--- config.mk ---
export PLATFORM = sky130hd
export DESIGN_NAME = ramio_arbiter
export DESIGN_NICKNAME = d
export VERILOG_FILES = /design/src/rtl/ramio_arbiter_pkg.sv /design/src/rtl/rr_arbiter2.sv /design/src/rtl/ramio_arbiter.sv
export SDC_FILE = /design/constraint.sdc
export NUM_CORES = 1
export LEC_CHECK = 0
export ABC_AREA = 1
export CORE_MARGIN = 1.5
export CORE_UTILIZATION = 46
export DETAILED_ROUTE_END_ITERATION = 12
export PLACE_DENSITY_LB_ADDON = 0.2
export SLEW_MARGIN = 5
export SYNTH_ARGS = -nofsm -noshare
export SYNTH_HDL_FRONTEND = slang
export SYNTH_SLANG_ARGS = --single-unit
--- constraint.sdc ---
create_clock -name clk -period 2.3 [get_ports clk]
set_input_delay 0.345 -clock clk [delete_from_list [all_inputs] [get_ports clk]]
set_output_delay 0.345 -clock clk [all_outputs]
set_load 0.005 [all_outputs]
--- src/rtl/ramio_arbiter_pkg.sv ---
// rtl/ramio_arbiter_pkg.sv - shared types and ramio read/write type encodings
package ramio_arbiter_pkg;

  typedef enum logic [1:0] {
    ST_IDLE    = 2'd0,
    ST_ISSUE   = 2'd1,
    ST_WAIT    = 2'd2,
    ST_RELEASE = 2'd3
  } arb_state_e;

  // Read type: [1:0] access size, [2] sign-extend.
  localparam logic [2:0] RT_NONE     = 3'b000;
  localparam logic [2:0] RT_BYTE     = 3'b001;
  localparam logic [2:0] RT_HALF     = 3'b010;
  localparam logic [2:0] RT_WORD     = 3'b011;
  localparam int         RT_SIGN_BIT = 2;

  // Write type: access size only.
  localparam logic [1:0] WT_NONE = 2'b00;
  localparam logic [1:0] WT_BYTE = 2'b01;
  localparam logic [1:0] WT_HALF = 2'b10;
  localparam logic [1:0] WT_WORD = 2'b11;

  function automatic logic is_read(input logic [2:0] rt);
    return rt != RT_NONE;
  endfunction

  function automatic logic is_write(input logic [1:0] wt);
    return wt != WT_NONE;
  endfunction

endpackage

--- src/rtl/rr_arbiter2.sv ---
// rtl/rr_arbiter2.sv - combinational two-way round-robin pick
module rr_arbiter2 (
  input  logic [1:0] req_i,
  input  logic       last_grant_i,
  output logic       valid_o,
  output logic       grant_o
);

  // On a tie the port that did not win last time goes next; otherwise the sole requester.
  always_comb begin
    valid_o = |req_i;
    if (&req_i) grant_o = ~last_grant_i;
    else        grant_o = req_i[1];
  end

endmodule

--- src/rtl/ramio_arbiter.sv ---
// rtl/ramio_arbiter.sv - two-port arbiter/sequencer in front of the ramio interface
module ramio_arbiter
  import ramio_arbiter_pkg::*;
#(
  parameter int AddressBitWidth = 32,
  parameter int DataBitWidth    = 32,
  parameter int TimeoutCycles   = 4096,
  parameter int TimeoutBitWidth = $clog2(TimeoutCycles + 1)
) (
  input  logic                       clk,
  input  logic                       rst_n,
  input  logic                       p0_req,
  input  logic [2:0]                 p0_read_type,
  input  logic [1:0]                 p0_write_type,
  input  logic [AddressBitWidth-1:0] p0_address,
  input  logic [DataBitWidth-1:0]    p0_data_in,
  output logic [DataBitWidth-1:0]    p0_data_out,
  output logic                       p0_ack,
  output logic                       p0_error,
  input  logic                       p1_req,
  input  logic [2:0]                 p1_read_type,
  input  logic [1:0]                 p1_write_type,
  input  logic [AddressBitWidth-1:0] p1_address,
  input  logic [DataBitWidth-1:0]    p1_data_in,
  output logic [DataBitWidth-1:0]    p1_data_out,
  output logic                       p1_ack,
  output logic                       p1_error,
  output logic                       mem_enable,
  output logic [2:0]                 mem_read_type,
  output logic [1:0]                 mem_write_type,
  output logic [AddressBitWidth-1:0] mem_address,
  output logic [DataBitWidth-1:0]    mem_data_in,
  input  logic [DataBitWidth-1:0]    mem_data_out,
  input  logic                       mem_data_out_ready,
  input  logic                       mem_busy,
  output logic                       grant_id
);

  localparam logic [TimeoutBitWidth-1:0] WD_LAST = TimeoutBitWidth'(TimeoutCycles - 1);
  localparam logic [TimeoutBitWidth-1:0] WD_ONE  = TimeoutBitWidth'(1);

  arb_state_e                 state_q, state_d;
  logic                       mem_enable_q, mem_enable_d;
  logic [2:0]                 mem_rt_q, mem_rt_d;
  logic [1:0]                 mem_wt_q, mem_wt_d;
  logic [AddressBitWidth-1:0] mem_addr_q, mem_addr_d;
  logic [DataBitWidth-1:0]    mem_wdata_q, mem_wdata_d;
  logic                       grant_q, grant_d;
  logic [TimeoutBitWidth-1:0] wd_q, wd_d;
  logic                       p0_ack_q, p0_ack_d, p1_ack_q, p1_ack_d;
  logic                       p0_err_q, p0_err_d, p1_err_q, p1_err_d;
  logic [DataBitWidth-1:0]    p0_dout_q, p0_dout_d, p1_dout_q, p1_dout_d;

  logic arb_valid, arb_grant, done;

  rr_arbiter2 u_rr (
    .req_i        ({p1_req, p0_req}),
    .last_grant_i (grant_q),
    .valid_o      (arb_valid),
    .grant_o      (arb_grant)
  );

  // A transfer with no read data to wait for finishes as soon as downstream is not busy.
  assign done = !mem_busy && (is_write(mem_wt_q) || !is_read(mem_rt_q) || mem_data_out_ready);

  // Next-state and registered-output logic of the transaction sequencer.
  always_comb begin
    state_d      = state_q;
    mem_enable_d = mem_enable_q;
    mem_rt_d     = mem_rt_q;
    mem_wt_d     = mem_wt_q;
    mem_addr_d   = mem_addr_q;
    mem_wdata_d  = mem_wdata_q;
    grant_d      = grant_q;
    wd_d         = wd_q;
    p0_ack_d     = 1'b0;
    p1_ack_d     = 1'b0;
    p0_err_d     = 1'b0;
    p1_err_d     = 1'b0;
    p0_dout_d    = p0_dout_q;
    p1_dout_d    = p1_dout_q;
    case (state_q)
      ST_IDLE: begin
        if (arb_valid) begin
          mem_rt_d     = arb_grant ? p1_read_type  : p0_read_type;
          mem_wt_d     = arb_grant ? p1_write_type : p0_write_type;
          mem_addr_d   = arb_grant ? p1_address    : p0_address;
          mem_wdata_d  = arb_grant ? p1_data_in    : p0_data_in;
          mem_enable_d = 1'b1;
          grant_d      = arb_grant;
          state_d      = ST_ISSUE;
        end
      end
      ST_ISSUE: begin
        wd_d    = '0;
        state_d = ST_WAIT;
      end
      ST_WAIT: begin
        if (done) begin
          if (is_read(mem_rt_q)) begin
            if (grant_q) p1_dout_d = mem_data_out;
            else         p0_dout_d = mem_data_out;
          end
          p0_ack_d     = !grant_q;
          p1_ack_d     = grant_q;
          mem_enable_d = 1'b0;
          state_d      = ST_RELEASE;
        end else if (wd_q == WD_LAST) begin
          if (grant_q) p1_dout_d = '1;
          else         p0_dout_d = '1;
          p0_ack_d     = !grant_q;
          p1_ack_d     = grant_q;
          p0_err_d     = !grant_q;
          p1_err_d     = grant_q;
          mem_enable_d = 1'b0;
          state_d      = ST_RELEASE;
        end else begin
          wd_d = wd_q + WD_ONE;
        end
      end
      ST_RELEASE: state_d = ST_IDLE;
      default:    state_d = ST_IDLE;
    endcase
  end

  // State and output registers; reset abandons any in-flight transfer without an ack.
  always_ff @(posedge clk) begin
    if (!rst_n) begin
      state_q      <= ST_IDLE;
      mem_enable_q <= 1'b0;
      mem_rt_q     <= '0;
      mem_wt_q     <= '0;
      mem_addr_q   <= '0;
      mem_wdata_q  <= '0;
      grant_q      <= 1'b1;
      wd_q         <= '0;
      p0_ack_q     <= 1'b0;
      p1_ack_q     <= 1'b0;
      p0_err_q     <= 1'b0;
      p1_err_q     <= 1'b0;
      p0_dout_q    <= '0;
      p1_dout_q    <= '0;
    end else begin
      state_q      <= state_d;
      mem_enable_q <= mem_enable_d;
      mem_rt_q     <= mem_rt_d;
      mem_wt_q     <= mem_wt_d;
      mem_addr_q   <= mem_addr_d;
      mem_wdata_q  <= mem_wdata_d;
      grant_q      <= grant_d;
      wd_q         <= wd_d;
      p0_ack_q     <= p0_ack_d;
      p1_ack_q     <= p1_ack_d;
      p0_err_q     <= p0_err_d;
      p1_err_q     <= p1_err_d;
      p0_dout_q    <= p0_dout_d;
      p1_dout_q    <= p1_dout_d;
    end
  end

  assign mem_enable     = mem_enable_q;
  assign mem_read_type  = mem_rt_q;
  assign mem_write_type = mem_wt_q;
  assign mem_address    = mem_addr_q;
  assign mem_data_in    = mem_wdata_q;
  assign grant_id       = grant_q;
  assign p0_ack         = p0_ack_q;
  assign p1_ack         = p1_ack_q;
  assign p0_error       = p0_err_q;
  assign p1_error       = p1_err_q;
  assign p0_data_out    = p0_dout_q;
  assign p1_data_out    = p1_dout_q;

endmodule

==> impl.org <==
** Die
- Chip height :: 128.8 µm
- Die area :: 16,580 µm²
- Number of ports placed on the die boundary :: 315
- The initialized floorplan defines between 40 and 50 standard-cell rows.
- The initial utilization of the core area, before any placement, comes to 47.52%.
- Placeable core area :: 15,310 µm²
- Die Wd :: 128.8 µm

** Pwr
- In this run, flip-flops and latches consume between 30% and 40% of the power.
- Of the total power, the clock network draws approximately a quarter.
- Power share of the combinational group :: 38.0%
- Peak supply drop :: 0.6569 mV
- The analysis attributes to cell leakage a power of 4.649 nW.
- Cell area power density :: 902.2 nW/µm²
- Net switching is 33.69% of the power.
- Switching power summed over all nets :: 0.003350 W
- Cell-internal power :: 0.006594 W

** Cells and area
- After the last flow step, the layout net total stands at 1,562.
- In the layout the commonest cells are sky130_fd_sc_hd__nand2_1, sky130_fd_sc_hd__clkdlybuf4s50_1, sky130_fd_sc_hd__dfxtp_1.
- Post-route core utilization :: 71.98%
- Relative to the synthesized area, the layout overhead comes to 51.48%.
- Non-filler instance count after layout :: ~1,600
- Of the cells placed in the final design, the portion with a size suffix greater than 1 is under 10%.
- Number of filler cells placed in the layout :: 1,317
- The library cell used most frequently in the layout, excluding fill and tap cells, is sky130_fd_sc_hd__nand2_1.

** STA
- Slew at the pin with the worst max-slew slack :: 0.4992 ns
- Maximum operating frequency :: ~500 MHz
- Number of slew-limit violations in the final report :: 0
- Hold is met by 0.3583 ns.
- Worst Clk Skew :: 0.009087 ns
- Setup repair after global routing left no endpoint under its margin.
- Setup Viol. Count Final :: 0
- Portion of the clock cycle consumed by the worst path in the final layout :: 87.38%
- After layout, the worst setup slack is 0.2902 ns.
- Slew HR :: 66.72%
- For the final routed database, the setup TNS stands at 0 ns.
- Time the worst path needs with I/O delays and setup :: 2.010 ns
- Hold violation count in the final report :: 0

** Worst hold path
- Tightest Hold Check Type :: in -> reg

** Detailed routing
- In this run the top signal layer used is met4.
- Antenna Nets Post-Route :: 0
- In the final routed layout, each cell accounts on average for ~15 µm.
- Number of remaining DRC errors :: 0
- For this block, the via count after detailed routing is 7,937.
- Number of search-and-repair iterations in the first detailed-routing pass :: 7
- Via-per-instance ratio :: 4.942
- Wire length after detailed routing :: 23.36 mm
- Met3 wire len :: 2.285 mm
- After detailed routing, the wire length on met1 is ~8.8 mm.
- Detailed routing placed a total of 11.15 mm of wire on met2.
- For this block, the initial DRC count from the detailed router was between 500 and 600.

** Logic synthesis
- Post-synthesis average cell area :: 6.597 µm²
- The Yosys step of the flow raised 0 warnings.
- By area the synthesized netlist is led by sky130_fd_sc_hd__dfxtp_1, sky130_fd_sc_hd__nand2_1, sky130_fd_sc_hd__inv_1.
- Gate Count Post-Synth :: 1,103
- Mapped cell area :: 7277 µm²
- Number of distinct library cells after synthesis :: 26
- Of all cell types, the one taking the most synthesized area is sky130_fd_sc_hd__dfxtp_1.
- Share of the synthesized area in the top cell type :: 42.37%
- Top FF cell, synth :: sky130_fd_sc_hd__dfxtp_1
- Async S/R FF share, synth :: 0%
- Sequential elements use 42.37% of the synthesized area.
- The number of nets handed over by synthesis was 1,284.
- In this run, synthesis inferred 0 flip-flops with an integrated enable.
- Number of register bits inferred by synthesis :: ~150

** Global routing
- Entering global routing, the biggest net connects 140 pins.
- GRT Util Overall :: 27.98%
- The number of global-route vias before repair is 7,456.
- After global routing the overflow that remains totals 0.
- Antenna violations before repair :: 4
- The first global-routing pass estimated 36.31 mm of wire.

** Setup path
- Walking the worst path, the cells encountered are ha_1 > nand2_2 > nor2_4 > nand2_2 > nor2_1 > nand2_1 > nand2_4 > nand2_4 > nand2_1 > inv_1 > nor2_1.
- Startpoint type of the worst setup path :: register
- Gate family responsible for the most delay along the worst path :: simple AND/OR/NAND/NOR gates
- WP buf/inv :: 1
- CP peak stage delay :: 0.36 ns
- Critical path's slowest cell :: sky130_fd_sc_hd__dfxtp_1
- CP endpoint kind :: register
- The critical path is of the reg -> reg type.
- Maximum fanout encountered on the critical timing path :: 32
- For the worst setup path, the data required time is 2.66 ns.
- CP arrival :: 2.37 ns

** Status
- The flow ran to the end, and the final reports show no timing, DRC or antenna violations.

** Clock network
- CTS hold repair buffers :: 0
- Clock slew at the register clock pins of the worst setup and hold paths :: 0.06 ns
- Number of gates resized after cts :: 0
- Clock root buffer :: sky130_fd_sc_hd__clkbuf_16
- TritonCTS clock tree :: yes
- Clock sink count :: 154
- At the later pin of the worst-skew pair, clock insertion delay measures 0.42 ns.
- In this run, CTS created clock tree buffers numbering 17.
- H-tree levels :: 4
- After clock tree synthesis, the setup repair step added 0 buffers.
- Maximum clock insertion buffer count :: 2

** Placed design
- Placed Cells incl. Taps :: 1,573
- Routability-driven placement finished with a final weighted congestion of around 0.84.
- Placed wire-length estimate after detailed placement :: 16.23 mm
- The count of buffers added on input and output ports is 314.
- Before CTS, the worst setup slack after placement is between 0.2 and 0.25 ns.

** Job
- Across the run, the number of max-cap violations was 0.
-- through the flow --
stage,cell area [µm²],power (W)
final,11020,0.009945
after global routing,11020,0.01056
after CTS,11010,0.01000
after detailed placement,10490,0.007400
after global placement,10490,0.007362
after floorplan,7277,0.005537
-- synth_stat cells, types with 2 or more instances --
cell type and number:
sky130_fd_sc_hd__nand2_1 324, sky130_fd_sc_hd__dfxtp_1 154, sky130_fd_sc_hd__inv_1 154, sky130_fd_sc_hd__nor2_1 126, sky130_fd_sc_hd__nand3_1 85, sky130_fd_sc_hd__o21ai_0 72, sky130_fd_sc_hd__a31oi_1 69, sky130_fd_sc_hd__clkbuf_1 40
sky130_fd_sc_hd__a21oi_1 13, sky130_fd_sc_hd__buf_6 12, sky130_fd_sc_hd__buf_2 10, sky130_fd_sc_hd__nand4_1 8, sky130_fd_sc_hd__buf_1 6, sky130_fd_sc_hd__nor3_1 6, sky130_fd_sc_hd__ha_1 5, sky130_fd_sc_hd__inv_2 4
sky130_fd_sc_hd__nand2_2 3, sky130_fd_sc_hd__nand2_4 3, sky130_fd_sc_hd__nor2_2 2
-- state kept, by name, indices dropped and copies added, names as in the netlist, 2 cells and up --
signal          count
p0_data_out        32
p1_data_out        32
state_q             2
wd_q               13
mem_read_type       3
mem_address        32
mem_write_type      2
mem_data_in        32
-- per-layer routing --
layer | GRT usage (%) | vias up
li1 | - | 4010
met2 | 47.28 | 320
met3 | 11.27 | 62
met1 | 29.77 | 3545
met4 | 15.73 | 0
met5 | 0 | -
-- cell families (layout without fill, tap and decap cells) --
| family | Yosys count | after routing | synth area share (%) |
|---|---|---|---|
| buffers and inverters | 228 | 516 | 13.38 |
| adder cells (fa/ha/maj) | 5 | 5 | 0.8597 |
| AO/OA/AOI/OAI | 155 | 155 | 11.90 |
| flip-flops | 154 | 154 | 42.37 |
| AND/OR/NAND/NOR | 561 | 561 | 31.50 |
| other | 0 | 4 | 0 |
-- worst reg2reg max path, stage by stage (launching register included) --
cell	delay (ns)
sky130_fd_sc_hd__dfxtp_1	0.36
sky130_fd_sc_hd__ha_1	0.22
sky130_fd_sc_hd__nand2_2	0.10
sky130_fd_sc_hd__nor2_4	0.15
sky130_fd_sc_hd__nand2_2	0.09
sky130_fd_sc_hd__nor2_1	0.13
sky130_fd_sc_hd__nand2_1	0.10
sky130_fd_sc_hd__nand2_4	0.22
sky130_fd_sc_hd__nand2_4	0.28
sky130_fd_sc_hd__nand2_1	0.16
sky130_fd_sc_hd__inv_1	0.05
sky130_fd_sc_hd__nor2_1	0.08
-- path summary, 6_finish.rpt --
kind,startpoint,endpoint,slack [ns],cells past startpoint
setup / recovery,wd_q[1],p0_data_out[23],0.29,11
hold / removal,rst_n,mem_data_in[1],0.36,3
setup reg to reg,wd_q[1],p0_data_out[23],0.29,11
hold reg to reg,wd_q[5],wd_q[5],0.47,2
-- power groups by stage --
stage / Sequential, W / Combinational, W / Clock (W)
2_1_floorplan: 0.00367 / 0.00187 / 0
3_3_place_gp: 0.00365 / 0.00371 / 0
3_5_place_dp: 0.00365 / 0.00375 / 0
4_1_cts: 0.00363 / 0.00380 / 0.00258
5_1_grt: 0.00370 / 0.00417 / 0.00270
6_report: 0.00363 / 0.00378 / 0.00254
-- area by class of cell --
type	count	area, µm²	area share, %
antenna	4	10.01	0.09081
clock buffer	21	480.5	4.359
clock inverter	8	47.55	0.4313
inverter	158	594.3	5.392
multi-input combinational	721	3228	29.28
sequential	154	3083	27.97
tap	211	264.0	2.395
timing repair buffer	329	3316	30.08
Power figures use the tool's default switching activity.
